==> src/rtl/fpu_param_if.sv <==
// fpu_param_if: MiniS08 8-bit peripheral bus slice seen by the FPU (chip select,
// strobes, 2-bit register address, byte data in/out).
interface fpu_param_if;
  logic       FPUsel;
  logic       read;
  logic       write;
  logic [1:0] addr;
  logic [7:0] datain;
  logic [7:0] dataout;

  modport master (output FPUsel, read, write, addr, datain, input dataout);
  modport slave  (input FPUsel, read, write, addr, datain, output dataout);
endinterface

==> src/rtl/fpu_param.sv <==
// fpu_param: byte-wide memory-mapped iterative FP divide/multiply with generic format and RNE.
// Define FPU_EXCEPT_EN for zero/infinity decode and div-by-zero/overflow/underflow flags.
module fpu_param #(
  parameter int unsigned EXP_W  = 8,
  parameter int unsigned FRAC_W = 23
) (
  input logic        clk,
  input logic        rst_n,
  fpu_param_if.slave bus
);
  localparam int unsigned W   = 1 + EXP_W + FRAC_W;
  localparam int unsigned NB  = (W + 7) / 8;
  localparam int unsigned VW  = NB * 8;
  localparam int unsigned PAD = VW - W;
  localparam int unsigned MW  = FRAC_W + 1;
  localparam int unsigned PW  = 2 * MW;
  localparam int unsigned XW  = EXP_W + 2;
  localparam int unsigned IW  = $clog2(NB + 1);
  localparam int unsigned CW  = $clog2(FRAC_W + 3);
  localparam logic [XW-1:0] BIAS = XW'((1 << (EXP_W - 1)) - 1);
  localparam logic [XW-1:0] EMAX = XW'((1 << EXP_W) - 1);

  typedef enum logic [2:0] {S_IDLE, S_DIV, S_MUL, S_NORM, S_RND} state_t;
  state_t state_q, state_d;

  logic cmd_wr, val_wr, res_rd, stat_rd, cmd_q, val_q, rd_q;
  logic cmd_go, do_start, do_abort, do_clear, do_sel, busy;
  logic [VW-1:0] y_q, x_q, res_q, op_nxt;
  logic [W-1:0] y_w, x_w, res_w;
  logic [EXP_W-1:0] ey, ex;
  logic [MW-1:0] my, mx, mx_q;
  logic sel_x_q, done_q, op_div_q, sign_q, stk_q, ge, rup;
  logic [IW-1:0] in_idx_q, out_idx_q;
  logic [2:0] flags_q, flag_w;
  logic [XW-1:0] exp_q, exp_r;
  logic [PW-1:0] work_q, acc_q;
  logic [CW-1:0] cnt_q;
  logic [MW:0] mant_q, rsum;
  logic [FRAC_W-1:0] frac_r;
  logic [7:0] rd_byte;
`ifdef FPU_EXCEPT_EN
  logic inf_q, zero_q, dz_q;
`endif

  assign cmd_wr  = bus.FPUsel & bus.write & (bus.addr == 2'b10);
  assign val_wr  = bus.FPUsel & bus.write & (bus.addr == 2'b11);
  assign res_rd  = bus.FPUsel & bus.read  & (bus.addr == 2'b01);
  assign stat_rd = bus.FPUsel & bus.read  & (bus.addr == 2'b00);
  assign busy    = (state_q != S_IDLE);

  assign cmd_go   = cmd_wr & ~cmd_q;
  assign do_start = cmd_go & ~busy & ((bus.datain == 8'd3) | (bus.datain == 8'd4));
  assign do_sel   = cmd_go & ~busy & ((bus.datain == 8'd1) | (bus.datain == 8'd2));
  assign do_abort = cmd_go & busy & (bus.datain == 8'd5);
  assign do_clear = cmd_go & (bus.datain == 8'd6);

  assign y_w = W'(y_q >> PAD);
  assign x_w = W'(x_q >> PAD);
  assign ey  = y_w[W-2 -: EXP_W];
  assign ex  = x_w[W-2 -: EXP_W];
  assign my  = {1'b1, y_w[FRAC_W-1:0]};
  assign mx  = {1'b1, x_w[FRAC_W-1:0]};

  assign ge     = (work_q >= PW'(mx_q));
  assign rup    = mant_q[0] & (stk_q | mant_q[1]);
  assign rsum   = {1'b0, mant_q[MW:1]} + (MW + 1)'(rup);
  assign exp_r  = exp_q + XW'(rsum[MW]);
  assign frac_r = rsum[MW] ? '0 : rsum[FRAC_W-1:0];

  always_comb begin
    op_nxt = sel_x_q ? x_q : y_q;
    for (int unsigned k = 0; k < NB; k++) begin
      if (in_idx_q == IW'(k)) begin
        if (k == 0) op_nxt = '0;
        op_nxt[VW-1-8*k -: 8] = bus.datain;
      end
    end
  end

  // Exponent kept in two's complement; the sign bit flags underflow below zero.
  always_comb begin
    res_w  = {sign_q, exp_r[EXP_W-1:0], frac_r};
    flag_w = '0;
`ifdef FPU_EXCEPT_EN
    if (inf_q) begin
      res_w     = {sign_q, {EXP_W{1'b1}}, {FRAC_W{1'b0}}};
      flag_w[2] = dz_q;
    end else if (zero_q) begin
      res_w = {sign_q, {(W-1){1'b0}}};
    end else if (!exp_r[XW-1] && (exp_r >= EMAX)) begin
      res_w     = {sign_q, {EXP_W{1'b1}}, {FRAC_W{1'b0}}};
      flag_w[1] = 1'b1;
    end else if (exp_r[XW-1] || (exp_r == '0)) begin
      res_w     = {sign_q, {(W-1){1'b0}}};
      flag_w[0] = 1'b1;
    end
`endif
  end

  always_comb begin
    rd_byte = '0;
    for (int unsigned k = 0; k < NB; k++)
      if (out_idx_q == IW'(k)) rd_byte = res_q[VW-1-8*k -: 8];
    bus.dataout = '0;
    if (stat_rd)     bus.dataout = {busy, done_q, flags_q, 3'b000};
    else if (res_rd) bus.dataout = rd_byte;
  end

  always_comb begin
    state_d = state_q;
    case (state_q)
      S_IDLE:       if (do_start) state_d = (bus.datain == 8'd3) ? S_DIV : S_MUL;
      S_DIV, S_MUL: if (cnt_q == CW'(FRAC_W + 1)) state_d = S_NORM;
      S_NORM:       state_d = S_RND;
      S_RND:        state_d = S_IDLE;
      default:      state_d = S_IDLE;
    endcase
    if (do_abort) state_d = S_IDLE;
  end

  always_ff @(posedge clk or negedge rst_n) begin
    if (!rst_n) state_q <= S_IDLE;
    else        state_q <= state_d;
  end

  always_ff @(posedge clk or negedge rst_n) begin
    if (!rst_n) begin
      cmd_q <= 1'b0; val_q <= 1'b0; rd_q <= 1'b0;
      y_q <= '0; x_q <= '0; res_q <= '0;
      sel_x_q <= 1'b0; in_idx_q <= '0; out_idx_q <= '0;
      done_q <= 1'b0; flags_q <= '0;
      op_div_q <= 1'b0; sign_q <= 1'b0; exp_q <= '0;
      work_q <= '0; acc_q <= '0; mx_q <= '0; cnt_q <= '0;
      mant_q <= '0; stk_q <= 1'b0;
`ifdef FPU_EXCEPT_EN
      inf_q <= 1'b0; zero_q <= 1'b0; dz_q <= 1'b0;
`endif
    end else begin
      cmd_q <= cmd_wr;
      val_q <= val_wr;
      rd_q  <= res_rd;

      if (val_wr && (in_idx_q < IW'(NB))) begin
        if (sel_x_q) x_q <= op_nxt;
        else         y_q <= op_nxt;
      end
      if (val_q && !val_wr && (in_idx_q < IW'(NB))) in_idx_q <= in_idx_q + IW'(1);
      if (do_sel) begin
        sel_x_q  <= (bus.datain == 8'd2);
        in_idx_q <= '0;
      end
      if (rd_q && !res_rd)
        out_idx_q <= (out_idx_q == IW'(NB - 1)) ? '0 : out_idx_q + IW'(1);
      if (do_clear) begin
        done_q  <= 1'b0;
        flags_q <= '0;
      end

      case (state_q)
        S_IDLE: if (do_start) begin
          op_div_q <= (bus.datain == 8'd3);
          sign_q   <= y_w[W-1] ^ x_w[W-1];
          exp_q    <= (bus.datain == 8'd3) ? {2'b00, ey} - {2'b00, ex} + BIAS
                                           : {2'b00, ey} + {2'b00, ex} - BIAS;
          work_q   <= PW'(my);
          mx_q     <= mx;
          acc_q    <= '0;
          cnt_q    <= '0;
          done_q   <= 1'b0;
`ifdef FPU_EXCEPT_EN
          inf_q  <= (bus.datain == 8'd3) && (ex == '0);
          dz_q   <= (bus.datain == 8'd3) && (ex == '0);
          zero_q <= (bus.datain == 8'd3) ? ((ey == '0) && (ex != '0)) : ((ey == '0) || (ex == '0));
`endif
        end
        S_DIV: begin
          acc_q  <= {acc_q[PW-2:0], ge};
          work_q <= (ge ? work_q - PW'(mx_q) : work_q) << 1;
          cnt_q  <= cnt_q + CW'(1);
        end
        // Multiplier drains to zero after FRAC_W+1 shifts, so the pad cycle adds nothing.
        S_MUL: begin
          if (mx_q[0]) acc_q <= acc_q + work_q;
          work_q <= work_q << 1;
          mx_q   <= mx_q >> 1;
          cnt_q  <= cnt_q + CW'(1);
        end
        // Divide: when the integer quotient bit is 0 the guard is the next quotient bit,
        // taken from the final remainder rather than another iteration.
        S_NORM: begin
          if (op_div_q) begin
            if (acc_q[MW]) begin
              mant_q <= acc_q[MW:0];
              stk_q  <= |work_q;
            end else begin
              mant_q <= {acc_q[MW-1:0], ge};
              stk_q  <= ge ? (work_q != PW'(mx_q)) : (|work_q);
              exp_q  <= exp_q - XW'(1);
            end
          end else if (acc_q[PW-1]) begin
            mant_q <= acc_q[PW-1 -: MW+1];
            stk_q  <= |acc_q[PW-MW-2:0];
            exp_q  <= exp_q + XW'(1);
          end else begin
            mant_q <= acc_q[PW-2 -: MW+1];
            stk_q  <= |acc_q[PW-MW-3:0];
          end
        end
        S_RND: if (!do_abort) begin
          res_q     <= VW'(res_w) << PAD;
          done_q    <= 1'b1;
          flags_q   <= (do_clear ? 3'b000 : flags_q) | flag_w;
          out_idx_q <= '0;
        end
        default: ;
      endcase
    end
  end
endmodule

==> src/flat_wrapper.sv <==
// flat-port wrapper written by rule: the top's interface ports become plain ports
module fpu_param_flat 
#(
  parameter int unsigned EXP_W  = 8,
  parameter int unsigned FRAC_W = 23
)
  (clk, rst_n, bus_FPUsel, bus_read, bus_write, bus_addr, bus_datain, bus_dataout);
  fpu_param_if bus_i ();
  input logic clk;
  input logic rst_n;
  input wire logic [$bits(bus_i.FPUsel)-1:0] bus_FPUsel;
  input wire logic [$bits(bus_i.read)-1:0] bus_read;
  input wire logic [$bits(bus_i.write)-1:0] bus_write;
  input wire logic [$bits(bus_i.addr)-1:0] bus_addr;
  input wire logic [$bits(bus_i.datain)-1:0] bus_datain;
  output wire logic [$bits(bus_i.dataout)-1:0] bus_dataout;
  assign bus_i.FPUsel = bus_FPUsel;
  assign bus_i.read = bus_read;
  assign bus_i.write = bus_write;
  assign bus_i.addr = bus_addr;
  assign bus_i.datain = bus_datain;
  assign bus_dataout = bus_i.dataout;
  fpu_param #(.EXP_W(EXP_W), .FRAC_W(FRAC_W)) u_core (.clk(clk), .rst_n(rst_n), .bus(bus_i));
endmodule
==> config.mk <==
export PLATFORM = sky130hd
export DESIGN_NAME = fpu_param_flat
export DESIGN_NICKNAME = d
export VERILOG_FILES = /design/src/rtl/fpu_param_if.sv /design/src/rtl/fpu_param.sv /design/src/flat_wrapper.sv
export SDC_FILE = /design/constraint.sdc
export NUM_CORES = 1
export LEC_CHECK = 0
export CAP_MARGIN = 30
export CORE_MARGIN = 2
export CORE_UTILIZATION = 55
export CTS_BUF_LIST = sky130_fd_sc_hd__clkbuf_4 sky130_fd_sc_hd__clkbuf_8
export DETAILED_ROUTE_END_ITERATION = 7
export HOLD_SLACK_MARGIN = 0.12
export PLACE_DENSITY = 0.74
export SLEW_MARGIN = 20
export SYNTH_ARGS = -nofsm -noshare
export SYNTH_HDL_FRONTEND = slang
export SYNTH_SLANG_ARGS = --single-unit
==> constraint.sdc <==
create_clock -name clk -period 2.86 [get_ports clk]
set_input_delay 0.858 -clock clk [delete_from_list [all_inputs] [get_ports clk]]
set_output_delay 0.858 -clock clk [all_outputs]
set_load 0.02 [all_outputs]
After elaboration in Yosys (flattened, before gate mapping)
Cells that the tools add are included.
Widths: inputs -> output; s select.

cells by class
  order comparisons = 2
  multiplexer cells = 50
  eq/ne operators = 27
  bitwise gates (word level) = 22
  reductions and logical operators = 30
  add/subtract/negate cells = 13

operator list
  operator            number
  $pmux 48 s3         2
  $mux 48             3
  $mux 25             3
  $mux 8              9
  $mux 32             2
  $mux 10             5
  $add 48x48->48      1
  $ge 48x24->1        1
  $ne 48x24->1        1
  $pmux 24 s2         1
  $reduce_or 48->1    1
  $mux 47             1
  $sub 47x24->47      1
  $mux 3              9
  $add 24x1->25       1
  $eq 8x3->1 const B  3
  $mux 24             1
  $mux 23             1
  $reduce_or 23->1    1
  $reduce_or 22->1    1
  $pmux 10 s2         1
  $eq 3x2->1 const B  6
  $eq 8x2->1 const B  2
  $reduce_and 2->1    8
  38 further kinds    79

word-level totals
  logic and storage cells = 164
  output and inout bits = 8
  register bits after elaboration = 273
  input bits = 15

Logic depth before layout (Yosys ltp)
  word-level depth = 8
  depth in mapped cells = 17
  mapped depth without buffers = 16

Worst setup path before layout
No wires, ideal clock.

  path kind = register to register
  from = register u_core.mant_q[1]
  to = register u_core.res_q[30]
  setup time = 0.083 ns
  stages on the path, launching flop included = 18
  slack = -0.302 ns
  path buffers = 1
  arrival = 3.080 ns
  period minus slack after synthesis = 3.162 ns
  data required time = 2.777 ns
  path through = dfrtp_1 -> o21a_1 -> ha_1 -> ha_1 -> and3_1 -> and2_1 -> and3_1 -> inv_1 -> nor2_1 -> and3_1 -> and3_1 -> clkbuf_1 -> ha_1 -> nand3_1 -> nor3_1 -> nand3_1 -> xor2_1 -> o21ai_0

between the ends
  cells in the longest elaborated chain, start to end = 4

RTL lines
  element                   RTL line          text
  start: declaration        fpu_param.sv:38   logic [MW:0] mant_q, rsum;
  start signal: assignment  fpu_param.sv:193  mant_q <= acc_q[MW:0];
  start signal: assignment  fpu_param.sv:196  mant_q <= {acc_q[MW-1:0], ge};
  start signal: assignment  fpu_param.sv:201  mant_q <= acc_q[PW-1 -: MW+1];
  $or 1x1->1                fpu_param.sv:65   assign rup = mant_q[0] & (stk_q | mant_q[1]);
  $and 1x1->1               fpu_param.sv:65
  $add 24x1->25 *           fpu_param.sv:66   assign rsum = {1'b0, mant_q[MW:1]} + (MW + 1)'(rup);
  $add 8x1->8 *             fpu_param.sv:67   assign exp_r = exp_q + XW'(rsum[MW]);
  end signal: assignment    fpu_param.sv:210  res_q <= VW'(res_w) << PAD;
  end: declaration          fpu_param.sv:28   logic [VW-1:0] y_q, x_q, res_q, op_nxt;

Mark *: on every way between the ends. The rest lies on a longest branch, timed or not.
A chain may end at the register's enable or synchronous reset.

Final worst setup path
  from = register u_core.work_q[0]
  to = register u_core.work_q[46]

between the ends
  cells in the longest elaborated chain, start to end = 3
  elaborated cells between the ends (all ways) = 4
  those cells by class = add/sub (1); order compare (1); mux (2)

RTL lines
  element                                         RTL line                           text
  start: declaration                              fpu_param.sv:36                    logic [PW-1:0] work_q, acc_q;
  start signal: assignment                        fpu_param.sv:165                   work_q <= PW'(my);
  start signal: assignment                        fpu_param.sv:178                   work_q <= (ge ? work_q - PW'(mx_q) : work_q) << 1;
  start signal: assignment                        fpu_param.sv:184                   work_q <= work_q << 1;
  $sub 47x24->47 or $ge 48x24->1 (tied branches)  fpu_param.sv:178, fpu_param.sv:64
  $mux 47 *                                       fpu_param.sv:178
  $pmux 48 s3 *                                   fpu_param.sv:159                   case (state_q)

Marked as above.

==> impl_metrics.py <==
metrics = {
    "outcome": {
        "status": "complete, but fails checks",
        "violations": "negative setup slack",
    },
    "placed_design": {
        "dp_cells": 3023,
        "port_buffers": 22,
        "dp_hpwl_um": 44400,
        "routabilityCongestion": 0.959,
    },
    "critical_path": {
        "worst-path-buf-inv": 1,
        "cp_slowest_cell": "dfrtp_1",
        "critPathRequiredTime_ps": 3360,
        "worstPathArrival_ps": 3710,
        "critical_path.max_stage_delay_ps": 370,
        "crit_family": "simple AND/OR/NAND/NOR gates",
        "crit_path_start": "u_core.work_q[0]",
        "cp-end-kind": "flop",
        "start_kind": "flop",
        "crit_path_cell_trace": "inv_1 > ha_2 > fa_2 > nand2b_4 > a21oi_4 > nand3b_1 > and4_4 > o31a_1 > o21ai_4 > or3_4 > nor4_4 > o21ai_1 > a221o_1",
        "regToRegSetupSlack_ps": -350,
        "critPathMaxFanout": 3,
        "setup.worst_path.class": "flop to flop",
        "reg2reg_from": "u_core.work_q[0]",
    },
    "synth": {
        "synth_area_um2": 19100,
        "synth_top_cells_by_count": "nor2_1, dfrtp_1, nand2_1",
        "synth-simple-area-share_pct": 19.1,
        "ys_types": 73,
        "synthCells": 2313,
        "synth_top_family_by_area": "compound AO/OA/AOI/OAI gates",
        "yosysWarnings": 0,
        "yosysSeqAreaShare_pct": 35.6,
        "synth_compound_area_share_pct": 22.5,
        "synth_xor_area_share_pct": 5.60,
        "synth_top_area_share_pct": 35.6,
        "synth_edf_count": 0,
        "synthArstFlopShare_pct": 100,
        "synth_most_common_cell": "nor2_1",
        "synth_area_leaders": "dfrtp_1, ha_1, a21oi_1, nor2_1, nand2_1",
        "synth_area_leader_cell": "dfrtp_1",
        "synth_adder_area_share_pct": 7.61,
        "synth.area.mux_share_pct": 5.01,
        "postSynthNetCount": 2441,
        "avgSynthCellArea_um2": 8.24,
        "ys_ff_latch": 271,
        "synth_ff_type": "dfrtp_1",
    },
    "pwr": {
        "ir_worst_vdd_mv": 0.729,
        "switching_power_w": 0.0126,
        "p_seq_share_pct": 23.2,
        "switching_share_pct": 45.7,
        "p_clk_share_pct": 14.0,
        "cell_internal_pwr_w": 0.0150,
        "comb_power_share_pct": 62.8,
        "leakagePower_nw": 11.7,
        "p_per_area_nw_per_um2": 1110,
    },
    "clock_network": {
        "cts_root_buffer": "clkbuf_8",
        "numCtsBuffers": 50,
        "ctsLongestPathBuffers": 3,
        "cts.sinks": 271,
        "clkTransAtPathRegs_ps": 60,
        "cts_tree": "done",
        "clock_latency_ps": 650,
        "cts.htree.levels": 2,
    },
    "grt": {
        "grt_antenna_before_repair": 2,
        "grt_max_degree": 69,
        "grt_pass1_wl_um": 97100,
        "overflow": 0,
        "grt_pass1_vias": 18700,
        "grt_usage_pct": 33.6,
    },
    "run": {
        "cap_violations": 0,
    },
    "die": {
        "boundaryPins": 23,
        "coreArea_um2": 34400,
        "die_area_um2": 36200,
        "start_util_pct": 55.5,
        "die_w_um": 190,
        "die_h_um": 190,
        "row_count": 68,
    },
    "detailed_routing": {
        "drc": 0,
        "drtAntennaViolNets": 0,
        "wire_per_inst_um": 19.9,
        "num_vias": 19400,
        "wl_um": 62500,
        "drt_iter0_drc": 1883,
        "viasPerCell": 6.17,
        "firstDrtPassIters": 7,
    },
    "timing": {
        "fmax_mhz": 311,
        "finalClockSkew_ps": 33.1,
        "finalSetupViolations": 66,
        "post-route-period-util_pct": 112,
        "setup_tns_ps": -8870,
        "slew_violations": 0,
        "relSlewSlack_pct": 44.2,
        "fin_ws_ps": -353,
        "period_minus_slack_ps": 3210,
        "grt_setup_unrepaired": "yes",
        "worstMarginPinSlew_ps": 835,
        "final_hold_viol_count": 0,
    },
    "worst_hold_path": {
        "hold_class": "flop to flop",
        "hold_start": "u_core.mant_q[0]",
    },
    "cells_and_area": {
        "drive_above_1_share_pct": 27.7,
        "nNetsFinal": 2792,
        "stdcell_count": 3148,
        "antenna_cells": 0,
        "area_growth_pct": 31.0,
    },
}
[path summary, 6_finish.rpt]
kind / end / cells past startpoint
worst max-delay path: u_core.work_q[46] / 13
worst min-delay path: u_core.mant_q[0] / 2
worst max register to register: u_core.work_q[46] / 13
worst min register to register: u_core.mant_q[0] / 2
max in group asynchronous: u_core.work_q[12] / 3
min in group asynchronous: u_core.acc_q[43] / 2
[flip-flops by register name, summed over array words and instances, names as in the netlist, 5 cells and up]
register       flops
u_core.cnt_q       5
u_core.exp_q       8
u_core.acc_q      48
u_core.y_q        32
u_core.x_q        32
u_core.mx_q       24
u_core.res_q      32
u_core.work_q     48
u_core.mant_q     25
[power by group through the flow]
stage | Combinational, W | Sequential (W) | Clock (W)
floorplan | 0.00933 | 0.00609 | 0
global placement | 0.0149 | 0.00626 | 0
detailed placement | 0.0153 | 0.00630 | 0
CTS | 0.0163 | 0.00630 | 0.00392
global route | 0.0188 | 0.00649 | 0.00408
finish | 0.0174 | 0.00641 | 0.00388
[layer usage]
metal  global-route usage [%]  vias to the layer above  wire [um]
li1                         -                     9013          -
met2                     56.0                      777      29900
met3                     4.98                      181       4350
met4                     13.2                        2       2350
met1                     44.0                     9459      25900
met5                        0                        -         15
[cell usage in the layout (no fill, tap or decap), drive strengths merged, types with 25 or more instances in the layout]
cell,instances
xnor2,87
a31oi,37
nor4,25
a221oi,37
dfrtp,271
a21oi,245
nand2,254
nor2,293
a21o,44
o21ai,162
a22oi,30
ha,108
nor3,37
mux2,36
and3,25
clkbuf,76
xor2,35
buf,416
mux2i,55
nand3,47
inv,95
[worst reg2reg max path, cell delays in order, from the launching register on]
cell      delay [ps]
dfrtp_1          370
inv_1             70
ha_2             210
fa_2             370
nand2b_4         160
a21oi_4          150
nand3b_1         170
and4_4           260
o31a_1           200
o21ai_4           90
or3_4            360
nor4_4           260
o21ai_1          100
a221o_1          300
[area by class of cell]
cell class	count	area [um2]
repair buffers	431	3520
well taps	455	569
inverters	94	358
flip-flops and latches	271	6790
fillers	2497	9390
multi-input cells	1816	12700
clock inverters	6	63.8
clock buffers	75	945
[cells by family (layout without fill, tap and decap cells)]
family | Yosys count | in the layout
simple gates | 803 | 803
compound gates | 687 | 687
flops | 271 | 271
buf+inv | 226 | 606
xor+xnor | 122 | 122
fa+ha+maj | 113 | 113
mux | 91 | 91
[metrics by stage]
stage | utilization [%] | hold slack, ps | power (W) | setup slack (ps) | cell area (um2)
2_1_floorplan | - | 439 | 0.0154 | -81.6 | 19300
3_3_place_gp | 65.4 | 466 | 0.0211 | -840 | 22500
3_5_place_dp | 65.4 | 479 | 0.0216 | -888 | 22500
4_1_cts | 71.0 | 492 | 0.0265 | -380 | 24400
5_1_grt | 72.7 | 521 | 0.0294 | -475 | 25000
6_report | 72.7 | 498 | 0.0277 | -353 | 25000
[timing repair]
action	4_1_cts	5_1_grt
hold endpoints to repair	16	0
cloned	1	0
hold buffers	1	0
resized for setup	215	103
setup buffers	36	15
pin swaps	103	79
setup endpoints to repair	85	95
(Power assumes the default switching activity.)
